## src/rtl/ir_frame_tx.sv

```systemverilog
// IR pulse-distance frame transmitter: leader, segment 0, link mark + gap, segment 1, end mark.
// Latency: LEAD_MARK (IR_out high) begins 3 clocks after the first clock edge that samples key_in high.
// Backpressure: none; key edges arriving while a frame is in flight are dropped, not queued.
module ir_frame_tx #(
    parameter int CLK_HZ        = 40000000,
    parameter int CARRIER_HZ    = 38000,
    parameter int SEG0_BITS     = 35,
    parameter int SEG1_BITS     = 32,
    parameter int LEAD_MARK_US  = 9000,
    parameter int LEAD_SPACE_US = 4500,
    parameter int BIT_MARK_US   = 560,
    parameter int ZERO_SPACE_US = 560,
    parameter int ONE_SPACE_US  = 1680,
    parameter int GAP_US        = 20000,
    parameter int CARRIER_EN    = 1
) (
    input  logic                 clk,
    input  logic                 rst,
    input  logic                 key_in,
    input  logic [SEG0_BITS-1:0] IR_in_data0,
    input  logic [SEG1_BITS-1:0] IR_in_data1,
    output logic                 IR_out,
    output logic                 busy,
    output logic                 done,
    output logic                 led_out
);
    localparam int TICKS_US = CLK_HZ / 1000000;
    localparam int CARR_DIV = CLK_HZ / (2 * CARRIER_HZ);

    localparam logic [31:0] T_LEAD_MARK  = 32'(LEAD_MARK_US * TICKS_US);
    localparam logic [31:0] T_LEAD_SPACE = 32'(LEAD_SPACE_US * TICKS_US);
    localparam logic [31:0] T_BIT_MARK   = 32'(BIT_MARK_US * TICKS_US);
    localparam logic [31:0] T_ZERO       = 32'(ZERO_SPACE_US * TICKS_US);
    localparam logic [31:0] T_ONE        = 32'(ONE_SPACE_US * TICKS_US);
    localparam logic [31:0] T_GAP        = 32'(GAP_US * TICKS_US);
    localparam logic [31:0] T_CARR       = 32'(CARR_DIV);
    localparam logic [5:0]  LAST0        = 6'(SEG0_BITS - 1);
    localparam logic [5:0]  LAST1        = 6'(SEG1_BITS - 1);
    localparam logic        USE_CARR     = (CARRIER_EN != 0);

    typedef enum logic [3:0] {
        S_IDLE, S_LEAD_MARK, S_LEAD_SPACE, S_BIT_MARK, S_BIT_SPACE,
        S_LINK_MARK, S_LINK_SPACE, S_END_MARK, S_DONE
    } state_t;

    state_t                 state_q, state_d;
    logic                   sync1_q, sync1_d, sync2_q, sync2_d, sync3_q, sync3_d;
    logic                   edge_q, edge_d;
    logic [31:0]            tmr_q, tmr_d;
    logic [31:0]            carr_q, carr_d;
    logic                   carr_ph_q, carr_ph_d;
    logic [5:0]             idx_q, idx_d;
    logic                   seg_q, seg_d;
    logic [SEG0_BITS-1:0]   sh0_q, sh0_d;
    logic [SEG1_BITS-1:0]   sh1_q, sh1_d;
    logic                   led_q, led_d;
    logic                   phase_end;
    logic                   cur_bit;
    logic [5:0]             last_idx;

    function automatic logic is_mark(input state_t s);
        return (s == S_LEAD_MARK) || (s == S_BIT_MARK) ||
               (s == S_LINK_MARK) || (s == S_END_MARK);
    endfunction

    always_ff @(posedge clk or negedge rst) begin
        if (!rst) begin
            state_q   <= S_IDLE;
            sync1_q   <= 1'b0;
            sync2_q   <= 1'b0;
            sync3_q   <= 1'b0;
            edge_q    <= 1'b0;
            tmr_q     <= '0;
            carr_q    <= '0;
            carr_ph_q <= 1'b0;
            idx_q     <= '0;
            seg_q     <= 1'b0;
            sh0_q     <= '0;
            sh1_q     <= '0;
            led_q     <= 1'b0;
        end else begin
            state_q   <= state_d;
            sync1_q   <= sync1_d;
            sync2_q   <= sync2_d;
            sync3_q   <= sync3_d;
            edge_q    <= edge_d;
            tmr_q     <= tmr_d;
            carr_q    <= carr_d;
            carr_ph_q <= carr_ph_d;
            idx_q     <= idx_d;
            seg_q     <= seg_d;
            sh0_q     <= sh0_d;
            sh1_q     <= sh1_d;
            led_q     <= led_d;
        end
    end

    // Payload is held in shift registers so the current bit is always at index 0.
    assign phase_end = (tmr_q == '0);
    assign cur_bit   = seg_q ? sh1_q[0] : sh0_q[0];
    assign last_idx  = seg_q ? LAST1 : LAST0;

    always_comb begin
        sync1_d = key_in;
        sync2_d = sync1_q;
        sync3_d = sync2_q;
        edge_d  = sync2_q & ~sync3_q;
        state_d = state_q;
        tmr_d   = phase_end ? tmr_q : tmr_q - 32'd1;
        idx_d   = idx_q;
        seg_d   = seg_q;
        sh0_d   = sh0_q;
        sh1_d   = sh1_q;
        led_d   = led_q;

        case (state_q)
            S_IDLE: if (edge_q) begin
                state_d = S_LEAD_MARK;
                tmr_d   = T_LEAD_MARK - 32'd1;
                idx_d   = '0;
                seg_d   = 1'b0;
                sh0_d   = IR_in_data0;
                sh1_d   = IR_in_data1;
            end
            S_LEAD_MARK: if (phase_end) begin
                state_d = S_LEAD_SPACE;
                tmr_d   = T_LEAD_SPACE - 32'd1;
            end
            S_LEAD_SPACE: if (phase_end) begin
                state_d = S_BIT_MARK;
                tmr_d   = T_BIT_MARK - 32'd1;
            end
            S_BIT_MARK: if (phase_end) begin
                state_d = S_BIT_SPACE;
                tmr_d   = cur_bit ? T_ONE - 32'd1 : T_ZERO - 32'd1;
            end
            S_BIT_SPACE: if (phase_end) begin
                if (seg_q) sh1_d = sh1_q >> 1;
                else       sh0_d = sh0_q >> 1;
                tmr_d = T_BIT_MARK - 32'd1;
                if (idx_q == last_idx) begin
                    idx_d = '0;
                    if (!seg_q) begin
                        seg_d   = 1'b1;
                        state_d = S_LINK_MARK;
                    end else begin
                        state_d = S_END_MARK;
                    end
                end else begin
                    idx_d   = idx_q + 6'd1;
                    state_d = S_BIT_MARK;
                end
            end
            S_LINK_MARK: if (phase_end) begin
                state_d = S_LINK_SPACE;
                tmr_d   = T_GAP - 32'd1;
            end
            S_LINK_SPACE: if (phase_end) begin
                state_d = S_BIT_MARK;
                tmr_d   = T_BIT_MARK - 32'd1;
            end
            S_END_MARK: if (phase_end) begin
                state_d = S_DONE;
                led_d   = ~led_q;
            end
            S_DONE:  state_d = S_IDLE;
            default: state_d = S_IDLE;
        endcase

        // Carrier restarts high at every mark entry so each mark begins with a full half-period.
        if (is_mark(state_d) && (state_d != state_q)) begin
            carr_d    = T_CARR - 32'd1;
            carr_ph_d = 1'b1;
        end else if (is_mark(state_q)) begin
            if (carr_q == '0) begin
                carr_d    = T_CARR - 32'd1;
                carr_ph_d = ~carr_ph_q;
            end else begin
                carr_d    = carr_q - 32'd1;
                carr_ph_d = carr_ph_q;
            end
        end else begin
            carr_d    = '0;
            carr_ph_d = 1'b0;
        end
    end

    always_comb begin
        IR_out  = is_mark(state_q) && (USE_CARR ? carr_ph_q : 1'b1);
        busy    = (state_q != S_IDLE);
        done    = (state_q == S_DONE);
        led_out = led_q;
    end
endmodule
```

## config.mk

```make
export PLATFORM = sky130hd
export DESIGN_NAME = ir_frame_tx
export DESIGN_NICKNAME = d
export VERILOG_FILES = /design/src/rtl/ir_frame_tx.sv
export SDC_FILE = /design/constraint.sdc
export NUM_CORES = 1
export LEC_CHECK = 0
export CAP_MARGIN = 25
export CORE_UTILIZATION = 35
export CTS_CLUSTER_SIZE = 28
export DETAILED_ROUTE_END_ITERATION = 16
export GPL_ROUTABILITY_DRIVEN = 0
export SYNTH_ARGS = -nofsm -noshare
export SYNTH_HDL_FRONTEND = slang
export SYNTH_SLANG_ARGS = --single-unit
```

## constraint.sdc

```tcl
create_clock -name clk -period 3.3 [get_ports clk]
set_clock_uncertainty 0.2 [all_clocks]
set_input_delay 0.66 -clock clk [delete_from_list [all_inputs] [get_ports clk]]
set_output_delay 0.66 -clock clk [all_outputs]
set_load 0.02 [all_outputs]
```

**Word level (Yosys, flattened, before mapping)**

Cells that the tools add are included.

- Reduce and logical (&&, ||, !) cells: 20
- Add/subtract/negate cells: 3
- Eq/ne operators: 20
- Bitwise operators: 4
- Muxes and demuxes: 42

Operators by type and width:

| operator | number |
|---|---|
| $mux 32 | 12 |
| $pmux 32 s5 | 1 |
| $mux 35 | 3 |
| $pmux 35 s2 | 1 |
| $logic_not 32->1 | 2 |
| $pmux 32 s2 | 1 |
| $sub 32x1->32 const B | 2 |
| $mux 4 | 8 |
| $pmux 4 s7 | 1 |
| $eq 4x3->1 const B | 6 |
| $mux 6 | 4 |
| $mux 17 | 1 |
| $eq 4x2->1 const B | 3 |
| $pmux 6 s2 | 1 |
| $reduce_and 4->1 | 3 |
| $ne 2x2->1 const B | 5 |
| $eq 4x1->1 const B | 2 |
| $mux 1 | 7 |
| $add 6x1->6 const B | 1 |
| $eq 6x6->1 | 1 |
| $logic_or 1x1->1 | 6 |
| $eq 4x4->1 const B | 1 |
| $logic_not 4->1 | 1 |
| $ne 4x4->1 | 1 |
| 12 further kinds | 15 |

- Input port bits: 70
- Word-level logic and storage cells: 102
- Register bits: 148

**Depth between registers and ports, before layout**

Gate-level depths: netlist (run 1).

- Depth in word-level cells: 11
- Gate-level depth with buffers: 10
- Gate-level depth less buffers: 9

**Least setup slack after synthesis (run 1)**

Ideal clock, no wire load.

- Path type: reg-to-reg
- From: register tmr_q[25]
- To: register tmr_q[15]
- Path slack: 0.469 ns
- Cell stages (with the launch flop): 9
- Library setup time: 0.120 ns
- Arrival time: 2.511 ns
- Path through: dfrtp_1 or4_1 buf_2 or4_4 buf_6 nor4_4 nor2_2 a211o_1 and3_1

- Cells in the longest elaborated chain, start to end: 4

Ends and longest elaborated chain:

| item | line | source |
|---|---|---|
| start: declaration | 49 | `logic [31:0] tmr_q, tmr_d;` |
| start signal: assignment | 87 | `tmr_q <= tmr_d;` |
| $logic_not 32->1 (*) | 99 | `assign phase_end = (tmr_q == '0);` |
| $mux 32 | 109 | `tmr_d = phase_end ? tmr_q : tmr_q - 32'd1;` |
| $mux 32, on equally long branches | -- |  |
| $pmux 32 s5 (*) | 116 | `case (state_q)` |
| net tmr_d[15] | 49 |  |

The timed path passes the listed nets; every way through them passes the cells marked *.
A chain may end at the register's enable or synchronous reset.

**Worst setup path after layout (run 1)**

- From: register tmr_q[24]
- To: register idx_q[4]

- Cells in the longest elaborated chain, start to end: 3

Ends and longest elaborated chain:

| item | line | source |
|---|---|---|
| $logic_not 32->1 | 99 |  |
| $ne 2x2->1 (no source line) | -- |  |
| $reduce_and 3->1 (no source line) | -- |  |
| end signal: assignment | 90 | `idx_q <= idx_d;` |
| end: declaration | 52 | `logic [5:0] idx_q, idx_d;` |

Every way passes these cells.

==> reports/results.tsv, run 1 <==
stage	metric	value	unit
setup_path	worst-path fanout max	7	
floorplan	IO Count	74	
power_and_ir_drop	Gate power share	0.214	
floorplan	Die W	147	um
final_layout	multi-input logic area	3450	sq um
clock_tree	CTS Buffer Depth	2	
min_path	Hold WC Path Type	reg2reg	
timing	f_max	0.326	GHz
global_route	first-pass GRT wire length	27500	um
synth	Netlist cell types	55	
synth	ys async rst share	1.00	
global_route	vias in the first global route	5512	
place	Placed Instances	1077	
clock_tree	register clock-pin slew on the reported worst setup and hold paths	60	ps
timing	worst rel slew slack	0.588	
drt	routed via count	5507	
timing	crit path time final	3070	ps
power_and_ir_drop	Int Power	4.17	mW
outcome	outcome	complete, no violations	
final_layout	commonest non-fill, non-tap cells in the layout	148 x dfrtp_1, 94 x nand2_1, 72 x nor2_1, 72 x clkdlybuf4s50_1, 65 x mux2i_1	
setup_path	Critical Path Start Type	register	
clock_tree	CTS tree	yes	
setup_path	WS Path Type	reg2reg	
setup_path	CP required	3410	ps
power_and_ir_drop	peak supply drop	0.368	mV
final_layout	final core utilization	0.446	
clock_tree	clock latency on the worst-skew pair	430	ps
synth	Syn. warnings	0	
power_and_ir_drop	sequential power share	0.445	
final_layout	commonest non-fill, non-tap cell in the layout	dfrtp_1	
clock_tree	H-tree level count	4	
floorplan	Die Span Y	147	um
synth	Gate Count Post-Synth	752	
global_route	initial antenna violation count	0	
floorplan	core area	20400	sq um
min_path	hold path depth	0	
drt	DR iter-0 viols	328	
synth	synthesized area	7340	sq um
place	dpl hpwl	10900	um
power_and_ir_drop	Leak	3.87	nW
clock_tree	CTS buffer count	17	
clock_tree	postcts setup bufs	0	
drt	Pre-Repair DR Iteration Count	5	
drt	antenna-violating nets left	0	
synth	Top FF cell, synth	dfrtp_1	
floorplan	die area	21500	sq um
setup_path	CP Capture Type	register	
drt	final WL	16000	um
clock_tree	post-CTS sizing	0	
run	Max-Cap Viols	0	
synth	register area share after synthesis	0.505	
timing	Final Slew Violations	0	
power_and_ir_drop	Pwr per Cell Area	663	nW/um^2
setup_path	data arrival time of the worst path	3180	ps
timing	final hold slack	162	ps
timing	setup violators final	0	
timing	count of final hold-check violations	0	
final_layout	# diodes	0	
synth	number of synthesized register bits	148	
drt	DR vias/cell	4.96	
floorplan	initial core utilization	0.360	
global_route	total grt overflow	0	
synth	Avg Cell Area, Syn	9.76	sq um
clock_tree	Root Buffer	clkbuf_16	
power_and_ir_drop	switching share of total power	0.309	
global_route	GRT Total Usage	0.160	
timing	TNS Setup	0	ps
setup_path	FF-to-FF path depth	6	
final_layout	Layout area overhead	23.9	%
timing	RSZ-0062 raised after global routing	false	
final_layout	layout cells sized above 1	0.0797	
synth	syn_nets	827	
timing	Final Cycle Share	0.930	
global_route	largest net degree at the start of global routing	70	
timing	Slew @ Worst Pin	609	ps
place	number of port buffers	73	
drt	DRC viols	0	
final_layout	Seq. cell area	3700	sq um
final_layout	Fillers	1961	
floorplan	Rows	52	
final_layout	Post-Layout Cell Count	1111	
final_layout	# nets final	903	
synth	Post-synth EDFFs	0	
clock_tree	CTS Sinks	148	
power_and_ir_drop	Clock power frac	0.341	
power_and_ir_drop	P_sw	1.86	mW
power_and_ir_drop	overall power	6.03	mW
drt	DR WL/cell	14.4	um
==> stage by stage <==
step | cell area, sq um | setup WS (ps)
after global placement | 8430 | 260
after CTS | 9070 | 230
after detailed placement | 8430 | 242
final | 9090 | 232
after global routing | 9090 | 91.9
after floorplan | 7340 | 469
==> metal layers <==
metal  GRT usage  part of all wire  wire length [um]
met1       0.222              0.50              7930
met5           0                 0                 0
met4      0.0432            0.0077               123
met3      0.0366             0.035               566
met2       0.252              0.46              7360
==> flip-flops by register name, indices dropped and copies added (netlist names) <==
name and flops:
carr_ph_q 1, carr_q 32, edge_q 1, idx_q 6
led_out 1, seg_q 1, sh0_q 35, sh1_q 32
state_q 4, sync1_q 1, sync2_q 1, sync3_q 1
tmr_q 32
==> Yosys cell counts, types with 4 or more instances <==
master | instances | area share
mux2i_1 | 65 | 0.089
nand2_1 | 94 | 0.048
or3_1 | 10 | 0.0085
o21ai_1 | 31 | 0.021
dfrtp_1 | 148 | 0.50
clkbuf_1 | 26 | 0.013
nand3_1 | 26 | 0.018
nor2_1 | 72 | 0.037
nand4_1 | 4 | 0.0034
and3_1 | 10 | 0.0085
ha_1 | 5 | 0.0085
or4_1 | 10 | 0.010
a31oi_1 | 5 | 0.0043
a211o_1 | 4 | 0.0048
a21o_1 | 5 | 0.0051
xnor2_1 | 36 | 0.043
nor4_1 | 16 | 0.014
o21ai_0 | 56 | 0.038
inv_1 | 8 | 0.0041
nor3_1 | 29 | 0.020
xor2_1 | 13 | 0.016
nor2b_1 | 10 | 0.0085
buf_2 | 6 | 0.0041
a21oi_1 | 11 | 0.0075
==> cells by family after synthesis <==
logic type / share of synthesized area
AND/OR/NAND/NOR: 0.207
flip-flops: 0.505
AO/OA/AOI/OAI: 0.104
multiplexers: 0.0902
XOR/XNOR: 0.0585
buffers and inverters: 0.0266
adder cells (fa/ha/maj): 0.00853
==> power groups by stage <==
stage | clock network [mW] | registers, mW | logic (mW)
final | 2.05 | 2.68 | 1.29
after global routing | 2.19 | 2.76 | 1.49
after CTS | 2.11 | 2.69 | 1.30
after detailed placement | 0 | 2.71 | 1.29
after global placement | 0 | 2.70 | 1.26
after floorplan | 0 | 2.61 | 0.952
==> critical path: stages, from the launching register on <==
cell	delay, ps
dfrtp_1	420
or4_1	640
or4_4	640
nor4_4	440
nor2_1	210
a21o_1	210
a32o_1	190
==> final timing paths <==
kind | start | to | slack [ps]
min | sync1_q$_DFF_PN0_ | sync2_q$_DFF_PN0_ | 160
max in group asynchronous | rst | carr_q[27]$_DFF_PN0_ | 1700
max | tmr_q[24]$_DFF_PN0_ | idx_q[4]$_DFFE_PN0P_ | 230
max reg2reg | tmr_q[24]$_DFF_PN0_ | idx_q[4]$_DFFE_PN0P_ | 230
min in group asynchronous | rst | sh1_q[8]$_DFFE_PN0P_ | 450
min reg2reg | sync1_q$_DFF_PN0_ | sync2_q$_DFF_PN0_ | 160
==> area by class of cell <==
| type | count | share of cell area |
|---|---|---|
| Sequential cell | 148 | 0.407 |
| Inverter | 8 | 0.00330 |
| Clock inverter | 14 | 0.0209 |
| Multi-Input combinational cell | 559 | 0.379 |
| Timing Repair Buffer | 94 | 0.104 |
| Clock buffer | 18 | 0.0483 |
| Tap cell | 270 | 0.0372 |
==> what timing repair did <==
action                                 in CTS  in global routing
endpoints found under the hold margin      25                  0
setup endpoints to repair                   0                  0
hold buffers                                1                  0
(Power assumes the default switching activity.)
==> run 2, diff against run 1 <==
- clock period: 3.3 -> 3 ns (I/O delays scaled with it)
==> reports/results.tsv, run 2 (synthesis gave the netlist of run 1 again) <==
stage	metric	value	unit
floorplan	IO Count	74	
clock_tree	Root Buffer	clkbuf_16	
floorplan	die area	21500	sq um
place	Placed Instances	1089	
clock_tree	CTS tree	yes	
final_layout	Post-Layout Cell Count	1122	
power_and_ir_drop	peak supply drop	0.395	mV
clock_tree	register clock-pin slew on the reported worst setup and hold paths	60	ps
setup_path	WS Path Type	reg2reg	
timing	worst rel slew slack	0.602	
drt	antenna-violating nets left	0	
clock_tree	clock latency on the worst-skew pair	420	ps
drt	DR iter-0 viols	416	
setup_path	worst-path fanout max	48	
timing	count of final hold-check violations	0	
outcome	outcome	complete, no violations	
setup_path	data arrival time of the worst path	2940	ps
setup_path	CP required	3100	ps
final_layout	# nets final	914	
final_layout	# diodes	0	
final_layout	max reg flops	35	
setup_path	CP Capture Type	register	
drt	routed via count	5684	
setup_path	Critical-path top delay cell	or4_1	
timing	f_max	0.352	GHz
floorplan	Die Span Y	147	um
timing	Final Slew Violations	0	
global_route	first-pass GRT wire length	28500	um
setup_path	slowest stage delay, CP	550	ps
drt	DR vias/cell	5.07	
clock_tree	CTS Sinks	148	
final_layout	commonest non-fill, non-tap cells in the layout	148 x dfrtp_1, 94 x nand2_1, 72 x nor2_1, 72 x clkdlybuf4s50_1, 65 x mux2i_1	
drt	DR WL/cell	14.7	um
timing	Final Cycle Share	0.948	
timing	TNS Setup	0	ps
power_and_ir_drop	Leak	3.91	nW
power_and_ir_drop	Pwr per Cell Area	719	nW/um^2
clock_tree	CTS Buffer Depth	2	
drt	final WL	16500	um
timing	RSZ-0062 raised after global routing	false	
min_path	Hold WC Path Type	reg2reg	
final_layout	Layout area overhead	25.2	%
clock_tree	CTS buffer count	17	
clock_tree	H-tree level count	4	
drt	DRC viols	0	
final_layout	commonest non-fill, non-tap cell in the layout	dfrtp_1	
setup_path	Critical Path Start Type	register	
setup_path	CP top delay family	simple AND/OR/NAND/NOR gates	
floorplan	core area	20400	sq um
setup_path	crit path cell chain	or4_1 -> buf_4 -> nor4_2 -> nand4_1 -> o21a_2 -> buf_12 -> nand2_1 -> o21ai_0	
setup_path	Buf/Inv on CP	2	
place	number of port buffers	73	
clock_tree	postcts setup bufs	0	
global_route	vias in the first global route	5585	
final_layout	Fillers	1941	
place	dpl hpwl	11500	um
floorplan	Rows	52	
floorplan	initial core utilization	0.360	
global_route	initial antenna violation count	0	
drt	Pre-Repair DR Iteration Count	5	
final_layout	Biggest register	sh0_q	
global_route	GRT Total Usage	0.165	
final_layout	layout cells sized above 1	0.0904	
timing	crit path time final	2840	ps
global_route	total grt overflow	0	
timing	setup violators final	0	
global_route	largest net degree at the start of global routing	60	
run	Max-Cap Viols	0	
timing	Slew @ Worst Pin	597	ps
floorplan	Die W	147	um
[run 2: cell types whose count changed in the layout (fill, tap and decap cells not counted), sizes merged]
cell and delta:
buf +11, clkbuf +3, clkinv -2, clkinvlp +5
inv -6
[run 2: layout make-up]
| class | instances | area, sq um | area share |
|---|---|---|---|
| inverters | 8 | 30.0 | 0.00327 |
| repair buffers | 105 | 1050 | 0.114 |
| well taps | 270 | 338 | 0.0368 |
| clock buffers | 21 | 460 | 0.0501 |
| clock inverters | 11 | 150 | 0.0164 |
| multi-input cells | 559 | 3450 | 0.376 |
| flip-flops and latches | 148 | 3700 | 0.403 |
[run 2: metal layers]
layer / global-route usage / part of all wire
met1: 0.240 / 0.51
met2: 0.242 / 0.44
met3: 0.0345 / 0.040
met4: 0.0542 / 0.012
met5: 0 / 0
[run 2: where the power goes]
| group | switching (mW) | total (mW) | internal, mW |
|---|---|---|---|
| clock | 0.834 | 2.19 | 1.35 |
| combinational | 0.736 | 1.46 | 0.728 |
| sequential | 0.410 | 2.94 | 2.53 |
| total | 1.98 | 6.60 | 4.62 |
[run 2: what timing repair did]
| item | in CTS | in global routing |
|---|---|---|
| setup endpoints to repair | 0 | 16 |
| hold endpoints to repair | 56 | 0 |
| gates resized for setup | 0 | 1 |
| hold buffers | 1 | 0 |
[run 2: worst paths after layout]
path / startpoint / end / slack [ps] / depth (start not counted)
setup reg to reg: tmr_q[25]$_DFF_PN0_ / sh0_q[21]$_DFFE_PN0P_ / 160 / 8
max in group asynchronous: rst / tmr_q[11]$_DFF_PN0_ / 1400 / 3
hold / removal: sync1_q$_DFF_PN0_ / sync2_q$_DFF_PN0_ / 150 / 0
setup / recovery: tmr_q[25]$_DFF_PN0_ / sh0_q[21]$_DFFE_PN0P_ / 160 / 8
hold reg to reg: sync1_q$_DFF_PN0_ / sync2_q$_DFF_PN0_ / 150 / 0
min in group asynchronous: rst / sh0_q[28]$_DFFE_PN0P_ / 500 / 2
[run 2: per-stage QoR]
stage / hold WS [ps] / util / power (mW) / worst slack [ps] / instance area (sq um)
floorplan: 104 / - / 3.92 / 169 / 7340
CTS: 157 / 0.451 / 6.67 / 77.6 / 9180
global placement: 152 / 0.420 / 4.41 / 156 / 8560
detailed placement: 143 / 0.420 / 4.45 / 83.0 / 8560
finish: 154 / 0.451 / 6.60 / 156 / 9180
global route: 159 / 0.451 / 7.07 / 14.0 / 9180
